**config.mk**
```make
export PLATFORM = sky130hd
export DESIGN_NAME = text_ram_writer_flat
export DESIGN_NICKNAME = d
export VERILOG_FILES = /design/src/rtl/text_pkg.sv /design/src/rtl/text_ram_writer_if.sv /design/src/rtl/text_cursor.sv /design/src/rtl/text_ram_writer.sv /design/src/flat_wrapper.sv
export SDC_FILE = /design/constraint.sdc
export NUM_CORES = 1
export LEC_CHECK = 0
export ABC_CLOCK_PERIOD_IN_PS = 2500
export BUFFER_PORTS_ARGS = -buffer_cell sky130_fd_sc_hd__buf_2
export CAP_MARGIN = 20
export CORE_MARGIN = 3
export CORE_UTILIZATION = 38
export DETAILED_ROUTE_END_ITERATION = 8
export PLACE_DENSITY = 0.58
export SYNTH_ARGS = -nofsm -noshare
export SYNTH_HDL_FRONTEND = slang
export SYNTH_HIERARCHICAL = 1
export SYNTH_SLANG_ARGS = --single-unit
export TNS_END_PERCENT = 10
```
**constraint.sdc**
```tcl
create_clock -name clk -period 2.5 [get_ports clk]
set_input_delay 0.5 -clock clk [delete_from_list [all_inputs] [get_ports clk]]
set_output_delay 0.5 -clock clk [all_outputs]
set_load 0.005 [all_outputs]
```
**src/rtl/text_pkg.sv**
```systemverilog
// Shared constants and types for the text RAM writer: control codes, screen geometry, FSM states.
package text_pkg;

    localparam logic [7:0] CH_LF = 8'h0A;
    localparam logic [7:0] CH_CR = 8'h0D;
    localparam logic [7:0] CH_BS = 8'h08;
    localparam logic [7:0] CH_FF = 8'h0C;

    localparam int TEXT_COLS = 32;
    localparam int TEXT_ROWS = 32;
    localparam int COL_W     = $clog2(TEXT_COLS);
    localparam int ROW_W     = $clog2(TEXT_ROWS);
    localparam int ADDR_W    = ROW_W + COL_W;

    typedef enum logic [1:0] {
        ST_IDLE,
        ST_WRITE,
        ST_CLEAR
    } state_t;

endpackage

```
**src/rtl/text_ram_writer_if.sv**
```systemverilog
// Character-stream handshake plus the text RAM write port and its write window.
interface text_ram_writer_if;
    import text_pkg::*;

    logic [7:0]        char_data;
    logic              char_valid;
    logic              char_ready;
    logic              wr_window;
    logic [ADDR_W-1:0] ram_addr;
    logic [7:0]        ram_din;
    logic              ram_we;

    modport master (
        input  char_data, char_valid, wr_window,
        output char_ready, ram_addr, ram_din, ram_we
    );

    modport slave (
        output char_data, char_valid, wr_window,
        input  char_ready, ram_addr, ram_din, ram_we
    );
endinterface

```
**src/rtl/text_cursor.sv**
```systemverilog
// Cursor row/col registers; home beats advance beats newline beats CR beats backspace.
module text_cursor
    import text_pkg::*;
(
    input  logic             clk,
    input  logic             reset,
    input  logic             advance,
    input  logic             newline,
    input  logic             cr,
    input  logic             backspace,
    input  logic             home,
    output logic [ROW_W-1:0] row,
    output logic [COL_W-1:0] col
);

    localparam logic [COL_W-1:0] COL_LAST = COL_W'(TEXT_COLS - 1);

    always_ff @(posedge clk or negedge reset) begin
        if (!reset) begin
            row <= '0;
            col <= '0;
        end else if (home) begin
            row <= '0;
            col <= '0;
        end else if (advance) begin
            if (col == COL_LAST) begin
                col <= '0;
                row <= row + ROW_W'(1);
            end else begin
                col <= col + COL_W'(1);
            end
        end else if (newline) begin
            col <= '0;
            row <= row + ROW_W'(1);
        end else if (cr) begin
            col <= '0;
        end else if (backspace && col != '0) begin
            col <= col - COL_W'(1);
        end
    end

endmodule

```
**src/rtl/text_ram_writer.sv**
```systemverilog
// Byte stream to text RAM writes, gated by the blanking write window.
// Idle holds char_ready low only for the single cycle after reset release.
module text_ram_writer
    import text_pkg::*;
#(
    parameter logic [7:0] FILL_CHAR      = 8'h00,
    parameter bit         CLEAR_ON_RESET = 1'b1
) (
    input  logic                clk,
    input  logic                reset,
    text_ram_writer_if.master   bus,
    output logic                busy,
    output logic [ROW_W-1:0]    cursor_row,
    output logic [COL_W-1:0]    cursor_col
);

    localparam logic [ADDR_W-1:0] ADDR_LAST = '1;

    state_t            state;
    logic [7:0]        byte_q;
    logic [ADDR_W-1:0] clr_cnt;

    logic accept;
    logic cur_advance;
    logic cur_newline;
    logic cur_cr;
    logic cur_bs;
    logic cur_home;

    assign accept      = bus.char_valid && bus.char_ready;
    assign cur_newline = accept && (bus.char_data == CH_LF);
    assign cur_cr      = accept && (bus.char_data == CH_CR);
    assign cur_bs      = accept && (bus.char_data == CH_BS);
    assign cur_advance = (state == ST_WRITE) && bus.wr_window;
    assign cur_home    = (state == ST_CLEAR) && bus.wr_window && (clr_cnt == ADDR_LAST);

    text_cursor u_cursor (
        .clk       (clk),
        .reset     (reset),
        .advance   (cur_advance),
        .newline   (cur_newline),
        .cr        (cur_cr),
        .backspace (cur_bs),
        .home      (cur_home),
        .row       (cursor_row),
        .col       (cursor_col)
    );

    always_ff @(posedge clk or negedge reset) begin
        if (!reset) begin
            state          <= ST_IDLE;
            byte_q         <= '0;
            clr_cnt        <= '0;
            bus.ram_addr   <= '0;
            bus.ram_din    <= '0;
            bus.ram_we     <= 1'b0;
            bus.char_ready <= 1'b0;
            busy           <= 1'b0;
        end else begin
            bus.ram_we <= 1'b0;
            case (state)
                ST_IDLE: begin
                    // char_ready low in IDLE only happens on the first cycle out of reset
                    if (!bus.char_ready) begin
                        if (CLEAR_ON_RESET) begin
                            state   <= ST_CLEAR;
                            clr_cnt <= '0;
                            busy    <= 1'b1;
                        end else begin
                            bus.char_ready <= 1'b1;
                        end
                    end else if (bus.char_valid) begin
                        case (bus.char_data)
                            CH_LF, CH_CR, CH_BS: ;
                            CH_FF: begin
                                state          <= ST_CLEAR;
                                clr_cnt        <= '0;
                                bus.char_ready <= 1'b0;
                                busy           <= 1'b1;
                            end
                            default: begin
                                byte_q         <= bus.char_data;
                                state          <= ST_WRITE;
                                bus.char_ready <= 1'b0;
                                busy           <= 1'b1;
                            end
                        endcase
                    end
                end
                ST_WRITE: begin
                    if (bus.wr_window) begin
                        bus.ram_addr   <= {cursor_row, cursor_col};
                        bus.ram_din    <= byte_q;
                        bus.ram_we     <= 1'b1;
                        state          <= ST_IDLE;
                        bus.char_ready <= 1'b1;
                        busy           <= 1'b0;
                    end
                end
                ST_CLEAR: begin
                    if (bus.wr_window) begin
                        bus.ram_addr <= clr_cnt;
                        bus.ram_din  <= FILL_CHAR;
                        bus.ram_we   <= 1'b1;
                        clr_cnt      <= clr_cnt + ADDR_W'(1);
                        if (clr_cnt == ADDR_LAST) begin
                            state          <= ST_IDLE;
                            bus.char_ready <= 1'b1;
                            busy           <= 1'b0;
                        end
                    end
                end
                default: state <= ST_IDLE;
            endcase
        end
    end

endmodule

```
**src/flat_wrapper.sv**
```systemverilog
// flat-port wrapper written by rule: the top's interface ports become plain ports
module text_ram_writer_flat import text_pkg::*;
#(
    parameter logic [7:0] FILL_CHAR      = 8'h00,
    parameter bit         CLEAR_ON_RESET = 1'b1
)
  (clk, reset, busy, cursor_row, cursor_col, bus_char_data, bus_char_valid, bus_wr_window, bus_char_ready, bus_ram_addr, bus_ram_din, bus_ram_we);
  text_ram_writer_if bus_i ();
  input  logic clk;
  input  logic reset;
  output logic busy;
  output logic [ROW_W-1:0] cursor_row;
  output logic [COL_W-1:0] cursor_col;
  input wire logic [$bits(bus_i.char_data)-1:0] bus_char_data;
  input wire logic [$bits(bus_i.char_valid)-1:0] bus_char_valid;
  input wire logic [$bits(bus_i.wr_window)-1:0] bus_wr_window;
  output wire logic [$bits(bus_i.char_ready)-1:0] bus_char_ready;
  output wire logic [$bits(bus_i.ram_addr)-1:0] bus_ram_addr;
  output wire logic [$bits(bus_i.ram_din)-1:0] bus_ram_din;
  output wire logic [$bits(bus_i.ram_we)-1:0] bus_ram_we;
  assign bus_i.char_data = bus_char_data;
  assign bus_i.char_valid = bus_char_valid;
  assign bus_i.wr_window = bus_wr_window;
  assign bus_char_ready = bus_i.char_ready;
  assign bus_ram_addr = bus_i.ram_addr;
  assign bus_ram_din = bus_i.ram_din;
  assign bus_ram_we = bus_i.ram_we;
  text_ram_writer #(.FILL_CHAR(FILL_CHAR), .CLEAR_ON_RESET(CLEAR_ON_RESET)) u_core (.clk(clk), .reset(reset), .bus(bus_i), .busy(busy), .cursor_row(cursor_row), .cursor_col(cursor_col));
endmodule
```
# --- Word level (Yosys, flattened, before mapping) ---
# Index checks and enable logic that the tools add are counted.
classes:
  n_lt_le_gt_ge: 0
  div_mod_pow: 0
  eq_ne: 15
  bitwise: 1
  add_sub_neg: 4
  mul: 0
  reduce_logical: 25
  shift: 0
  muxes: 44
ops:
  columns: ["cell", "n"]
  rows:
  - ["2-to-1 mux 10 bit", 6]
  - ["2-to-1 mux 5 bit", 10]
  - ["case mux 10 bit (2 select lines)", 2]
  - ["== test 8 x 4 -> 1 bit, second input constant", 4]
  - ["2-to-1 mux 8 bit", 2]
  - ["case mux 8 bit (2 select lines)", 1]
  - ["2-to-1 mux 1 bit", 14]
  - ["inequality test 3 bit, second input constant", 4]
  - ["AND reduction 4 bit", 3]
  - ["adder 10 x 1 -> 10 bit, second input constant", 1]
  - ["adder 5 x 1 -> 5 bit, second input constant", 2]
  - ["== test 10 bit, second input constant", 1]
  - ["2-to-1 mux 2 bit", 5]
  - ["nonzero test 5 bit", 2]
  - ["logical AND 1 bit", 8]
  - ["inequality test 2 bit, second input constant", 3]
  - ["case mux 1 bit (3 select lines)", 2]
  - ["case mux 2 bit (3 select lines)", 1]
  - ["AND reduction 6 bit", 1]
  - ["nonzero test 3 bit", 2]
  - ["== test 5 bit, second input constant", 1]
  - ["AND reduction 5 bit", 1]
  - ["subtractor 5 x 1 -> 5 bit, second input constant", 1]
  - ["case mux 2 bit (2 select lines)", 1]
  - ["other kinds (10)", 11]
totals:
  out_inout_bits: 31
  mem_count: 0
  ramBits: 0
  ff_bits: 51
  in_bits: 12
  latch_bits: 0
  mem_bits_ro: 0

# --- Longest topological paths before layout ---
logic_depth:
  ltp_word: 8
  depth_mapped: 9
  ltp_nobuf: 7

# --- By module ---
# The synthesis kept the hierarchy.
by_module_without_submodules:
  columns: ["module", "area_per_inst_um2", "n_inst", "cells_each"]
  rows:
  - ["text_ram_writer", 2139.6, 1, 212]
  - ["text_cursor", 618.1, 1, 63]

# --- Worst setup path after synthesis ---
# OpenSTA, ideal clock, no wires.
synth_timing:
  path_kind: "reg2reg"
  startpoint: "register u_core.state[1]"
  endpoint: "register u_core.u_cursor.row[3]"
  slack_ns: 0.293
  setup_ns: 0.132
  synth_period_minus_slack_ns: 2.207
  t_arrival_ns: 2.075
  n_path_buf: 2
  path_stages_with_launch: 10
  t_required_ns: 2.368
  path_cell_list: "dfrtp_1 > inv_1 > ha_1 > clkbuf_1 > and2_1 > clkbuf_1 > mux2_4 > nand4_1 > xor2_1 > nor2_1"
synth_lines:
  columns: ["item", "line", "source"]
  rows:
  - ["from (decl)", "text_ram_writer.sv:19", "state_t state;"]
  - ["from (signal assigned)", "text_ram_writer.sv:51", "state <= ST_IDLE;"]
  - ["from (signal assigned)", "text_ram_writer.sv:66", "state <= ST_CLEAR;"]
  - ["from (signal assigned)", "text_ram_writer.sv:76", "state <= ST_CLEAR;"]
  - ["== test 2 x 1 -> 1 bit *", "text_ram_writer.sv:34", "assign cur_advance = (state == ST_WRITE) && bus.wr_window;"]
  - ["logical AND 1 bit *", "text_ram_writer.sv:34", null]
  - ["via u_core.cur_advance", "text_ram_writer.sv:24", "logic cur_advance;"]
  - ["inequality test 3 bit (no line), or another cell as far along", null, null]
  - ["AND reduction 2 bit (no line) / 2-to-1 mux 5 bit (equally long branches)", null, null]
  - ["to (signal assigned)", "text_cursor.sv:28", "row <= row + ROW_W'(1);"]
  - ["to (signal assigned)", "text_cursor.sv:34", "row <= row + ROW_W'(1);"]
  - ["to (decl)", "text_cursor.sv:12", "output logic [ROW_W-1:0] row,"]
# Mark *: on every way through the listed nets, which the timed path passes. The rest lies on a longest branch.
# A chain may end at the register's enable or synchronous reset.

# --- Worst setup path after layout ---
layout_timing:
  startpoint: "register u_core.state[0]"
  endpoint: "register u_core.clr_cnt[6]"
layout_between:
  elab_chain_cells: 3
layout_lines:
  columns: ["item", "line", "source"]
  rows:
  - ["== test 2 bit / zero test 2 bit (equally long branches)", "text_ram_writer.sv:61", "case (state)"]
  - ["inequality test 2 bit (no line), or another cell as far along", null, null]
  - ["AND reduction 4 bit (no line)", null, null]
  - ["to (signal assigned)", "text_ram_writer.sv:105", "clr_cnt <= clr_cnt + ADDR_W'(1);"]
  - ["to (decl)", "text_ram_writer.sv:21", "logic [ADDR_W-1:0] clr_cnt;"]
# Parallel ways exist; a longest one is shown, timed or not.

==> impl_metrics.xml <==
<?xml version="1.0" encoding="UTF-8"?>
<metrics>
  <group name="run_status">
    <metric name="outcome" unit="">finished, final reports clean</metric>
  </group>
  <group name="timing">
    <metric name="final.setup.worst_slack" unit="ns">0.3462</metric>
    <metric name="maximum_operating_frequency" unit="MHz">464.3</metric>
    <metric name="fin_tns_setup" unit="ns">0</metric>
    <metric name="final_max_slew_viol_count" unit="">0</metric>
    <metric name="final-hold-violation-count" unit="">0</metric>
    <metric name="timing.clock.skew" unit="ns">0.003820</metric>
    <metric name="finalHoldWorstSlack" unit="ns">0.1706</metric>
    <metric name="setup_viol" unit="">0</metric>
    <metric name="worstMarginPinSlew" unit="ns">0.5585</metric>
    <metric name="timing.final.crit_period" unit="ns">2.154</metric>
    <metric name="relative_slew_margins" unit="">0.6277</metric>
    <metric name="rsz0062_at_grt" unit="">no</metric>
    <metric name="final_min_period_over_clock_period" unit="">0.8615</metric>
  </group>
  <group name="clocking">
    <metric name="clock_sinks" unit="">51</metric>
    <metric name="post_cts_hold_buffer_count" unit="">0</metric>
    <metric name="tritoncts" unit="">done</metric>
    <metric name="clk-insertion-delay-late" unit="ns">0.30</metric>
    <metric name="cts_resized" unit="">0</metric>
    <metric name="cts_max_level" unit="">2</metric>
    <metric name="clock_tree.buffer_depth" unit="">2</metric>
    <metric name="cts-buffers-inserted" unit="">5</metric>
    <metric name="clock-root-buffer" unit="">clkbuf_8</metric>
    <metric name="cts.reportedPaths.clkPinSlew" unit="ns">0.10</metric>
    <metric name="post-cts-setup-buffers" unit="">0</metric>
  </group>
  <group name="route">
    <metric name="drc" unit="">0</metric>
    <metric name="avgViaCountPerCell" unit="">5.266</metric>
    <metric name="wirelength" unit="um">6221</metric>
    <metric name="avgRoutedWirePerCell" unit="um">14.88</metric>
    <metric name="detail_route.first_pass.iterations" unit="">4</metric>
    <metric name="overall_via_count_from_detail_route" unit="">2201</metric>
    <metric name="first_iter_violations" unit="">128</metric>
    <metric name="final_antenna_net_count" unit="">0</metric>
  </group>
  <group name="cells_and_area">
    <metric name="leading_cell_types_in_the_layout_fill_and_taps_excluded" unit="">dfrtp_1 (51), buf_2 (42), nand2_1 (25), o21ai_0 (23), a21oi_1 (17)</metric>
    <metric name="num-nets-final" unit="">342</metric>
    <metric name="post_layout_nonfiller_instances" unit="">418</metric>
    <metric name="antennaDiodeCount" unit="">0</metric>
    <metric name="final_design_area_no_fill" unit="um^2">3232</metric>
    <metric name="final_common_cell" unit="">dfrtp_1</metric>
    <metric name="layout-drive-gt1-share" unit="">0.2516</metric>
    <metric name="area_growth" unit="%">17.20</metric>
  </group>
  <group name="logic_synthesis">
    <metric name="synth.yosys.seq_area_share" unit="">0.4628</metric>
    <metric name="synth-edff-count" unit="">0</metric>
    <metric name="syn-num-nets" unit="">296</metric>
    <metric name="synth_cell_types" unit="">50</metric>
    <metric name="ys_ff_latch" unit="">51</metric>
    <metric name="synth.avg_cell_area" unit="um^2">10.03</metric>
    <metric name="syn-cell-area" unit="um^2">2758</metric>
    <metric name="synth_cells" unit="">275</metric>
    <metric name="ys.flop_type" unit="">dfrtp_1</metric>
    <metric name="synth.yosys.warnings" unit="">6</metric>
    <metric name="asyncSetResetFlopFracSynth" unit="">1.000</metric>
  </group>
  <group name="flow_run">
    <metric name="max_cap_viol_count" unit="">0</metric>
  </group>
  <group name="floorplanning">
    <metric name="fp.dieH" unit="um">91.19</metric>
    <metric name="die_width" unit="um">91.19</metric>
    <metric name="die_area" unit="um^2">8315</metric>
    <metric name="floorplan.initialDensity" unit="">0.3993</metric>
    <metric name="core_region_area" unit="um^2">6907</metric>
    <metric name="ios" unit="">43</metric>
    <metric name="rows" unit="">30</metric>
  </group>
  <group name="critical_path">
    <metric name="worstSetupPathType" unit="">register to register</metric>
    <metric name="end_kind" unit="">register</metric>
    <metric name="timing.critical_path.from_type" unit="">register</metric>
    <metric name="worst_path_arrival" unit="ns">2.39</metric>
    <metric name="source_of_the_worst_register_to_register_timing_path" unit="">u_core/state[0]</metric>
    <metric name="worst_ep_required_time" unit="ns">2.74</metric>
    <metric name="worst-path-max-fanout" unit="">15</metric>
    <metric name="setup.reg_to_reg.worst_slack" unit="ns">0.35</metric>
    <metric name="worstReg2RegEnd" unit="">u_core/clr_cnt[6]</metric>
    <metric name="reg2regPathDepth" unit="">7</metric>
  </group>
  <group name="global_route">
    <metric name="global_route.usage.met1" unit="">0.2163</metric>
    <metric name="grt_use_met2" unit="">0.2459</metric>
    <metric name="first_global_vias" unit="">2078</metric>
    <metric name="antenna_violations_before_repair" unit="">0</metric>
    <metric name="first_pass_grt_wire_length" unit="um">10470</metric>
    <metric name="track_usage" unit="">0.1533</metric>
    <metric name="grt_max_degree" unit="">52</metric>
    <metric name="most_utilized_layer_in_the_global_route_result" unit="">met2</metric>
    <metric name="grt_overflow" unit="">0</metric>
    <metric name="globalRouteMet3Util" unit="">0.03231</metric>
  </group>
  <group name="placed_design">
    <metric name="numPlacedInstances" unit="">410</metric>
    <metric name="dp_slack" unit="ns">0.1722</metric>
    <metric name="detailed_place.area" unit="um^2">3110</metric>
    <metric name="dpl.hpwl" unit="um">4529</metric>
    <metric name="gpl_wtd_cong" unit="">0.7761</metric>
    <metric name="io_buffer_count" unit="">42</metric>
  </group>
  <group name="power">
    <metric name="leakagePower" unit="nW">1.500</metric>
    <metric name="peak_vdd_ir" unit="mV">0.4953</metric>
    <metric name="power_density" unit="nW/um^2">1073</metric>
  </group>
  <group name="min_path">
    <metric name="path_class_of_the_lowest_slack_min_delay_path" unit="">input port to asynchronous set/reset pin</metric>
  </group>
</metrics>
==> Yosys cell counts, drive strengths merged (3+ instances only) <==
| cell | count | area [um^2] |
|---|---|---|
| nor2b | 9 | 56.30 |
| and2 | 4 | 25.02 |
| o21ai | 27 | 150.2 |
| a21oi | 17 | 85.08 |
| o2bb2ai | 9 | 78.83 |
| nor2 | 14 | 52.55 |
| ha | 9 | 112.6 |
| a22o | 8 | 71.32 |
| nand2 | 26 | 105.1 |
| buf | 4 | 23.77 |
| or3 | 4 | 25.02 |
| nand3 | 9 | 45.04 |
| mux2 | 9 | 105.1 |
| dfrtp | 51 | 1276 |
| clkbuf | 7 | 26.28 |
| mux2i | 14 | 140.1 |
| inv | 13 | 48.79 |
| nor3 | 7 | 46.30 |
| nor4 | 3 | 25.02 |
| nand4 | 5 | 31.28 |
| xor2 | 3 | 26.28 |
==> cell type report <==
cell class | instances | area (um^2)
clock inverter | 2 | 38.79
inverter | 13 | 48.80
sequential | 51 | 1276
fill | 690 | 3675
tap | 96 | 120.1
multi-input combinational | 200 | 1383
timing repair buffer | 50 | 282.8
clock buffer | 6 | 82.58
==> kinds of logic (layout without fill, tap and decap cells) <==
logic type      Yosys count  after routing  synth area share
mux                      23             23           0.08893
flops                    51             51            0.4628
fa+ha+maj                 9              9           0.04084
xor+xnor                  5              5           0.01588
simple gates             92             92            0.1851
buf+inv                  24             71           0.03584
compound gates           71             71            0.1706
==> per-stage QoR <==
stage	utilization	power, W
2_1_floorplan	-	0.002415
3_3_place_gp	0.4493	0.002847
3_5_place_dp	0.4504	0.002879
4_1_cts	0.4679	0.003504
5_1_grt	0.4679	0.003758
6_report	0.4679	0.003469
==> worst max-delay path, stage by stage, from the launching register on <==
cell	delay, ns
dfrtp_1	0.39
inv_1	0.09
ha_1	0.24
and2_1	0.26
a221oi_2	0.54
nand2_4	0.22
o21ai_0	0.21
a22o_1	0.15
==> state kept, by name, summed over array words and instances (netlist names) <==
register	flops
u_core/byte_q	8
u_core/clr_cnt	10
u_core/bus.char_ready	1
u_core/state	2
u_core/u_cursor/col	5
u_core/u_cursor/row	5
u_core/bus.ram_din	8
u_core/busy	1
u_core/bus.ram_addr	10
u_core/bus.ram_we	1
==> how the worst max path moves through the flow <==
stage                          start                     end  slack, ns
floorplan            u_core/state[1]  u_core/u_cursor/row[3]       0.29
global placement    bus_char_data[5]  u_core/u_cursor/col[0]       0.25
detailed placement  bus_char_data[5]  u_core/u_cursor/col[0]       0.17
CTS                  u_core/state[0]   u_core/bus.char_ready       0.35
global route         u_core/state[0]   u_core/bus.char_ready       0.17
finish               u_core/state[0]       u_core/clr_cnt[6]       0.35
==> routing by layer <==
| metal | share of wire | vias to the layer above |
|---|---|---|
| met1 | 0.48 | 1067 |
| met3 | 0.051 | 2 |
| met2 | 0.46 | 50 |
| met4 | 0.0039 | 0 |
| li1 | - | 1082 |
| met5 | 0 | - |
==> power breakdown <==
group / total [W] / internal (W) / switching (W) / leakage (nW)
sequential: 0.00137 / 0.00110 / 0.000268 / 0.666
combinational: 0.00149 / 0.000675 / 0.000814 / 0.772
clock: 0.000609 / 0.000330 / 0.000280 / 0.0618
total: 0.00347 / 0.00211 / 0.00136 / 1.50
Power figures use the tool's default switching activity.
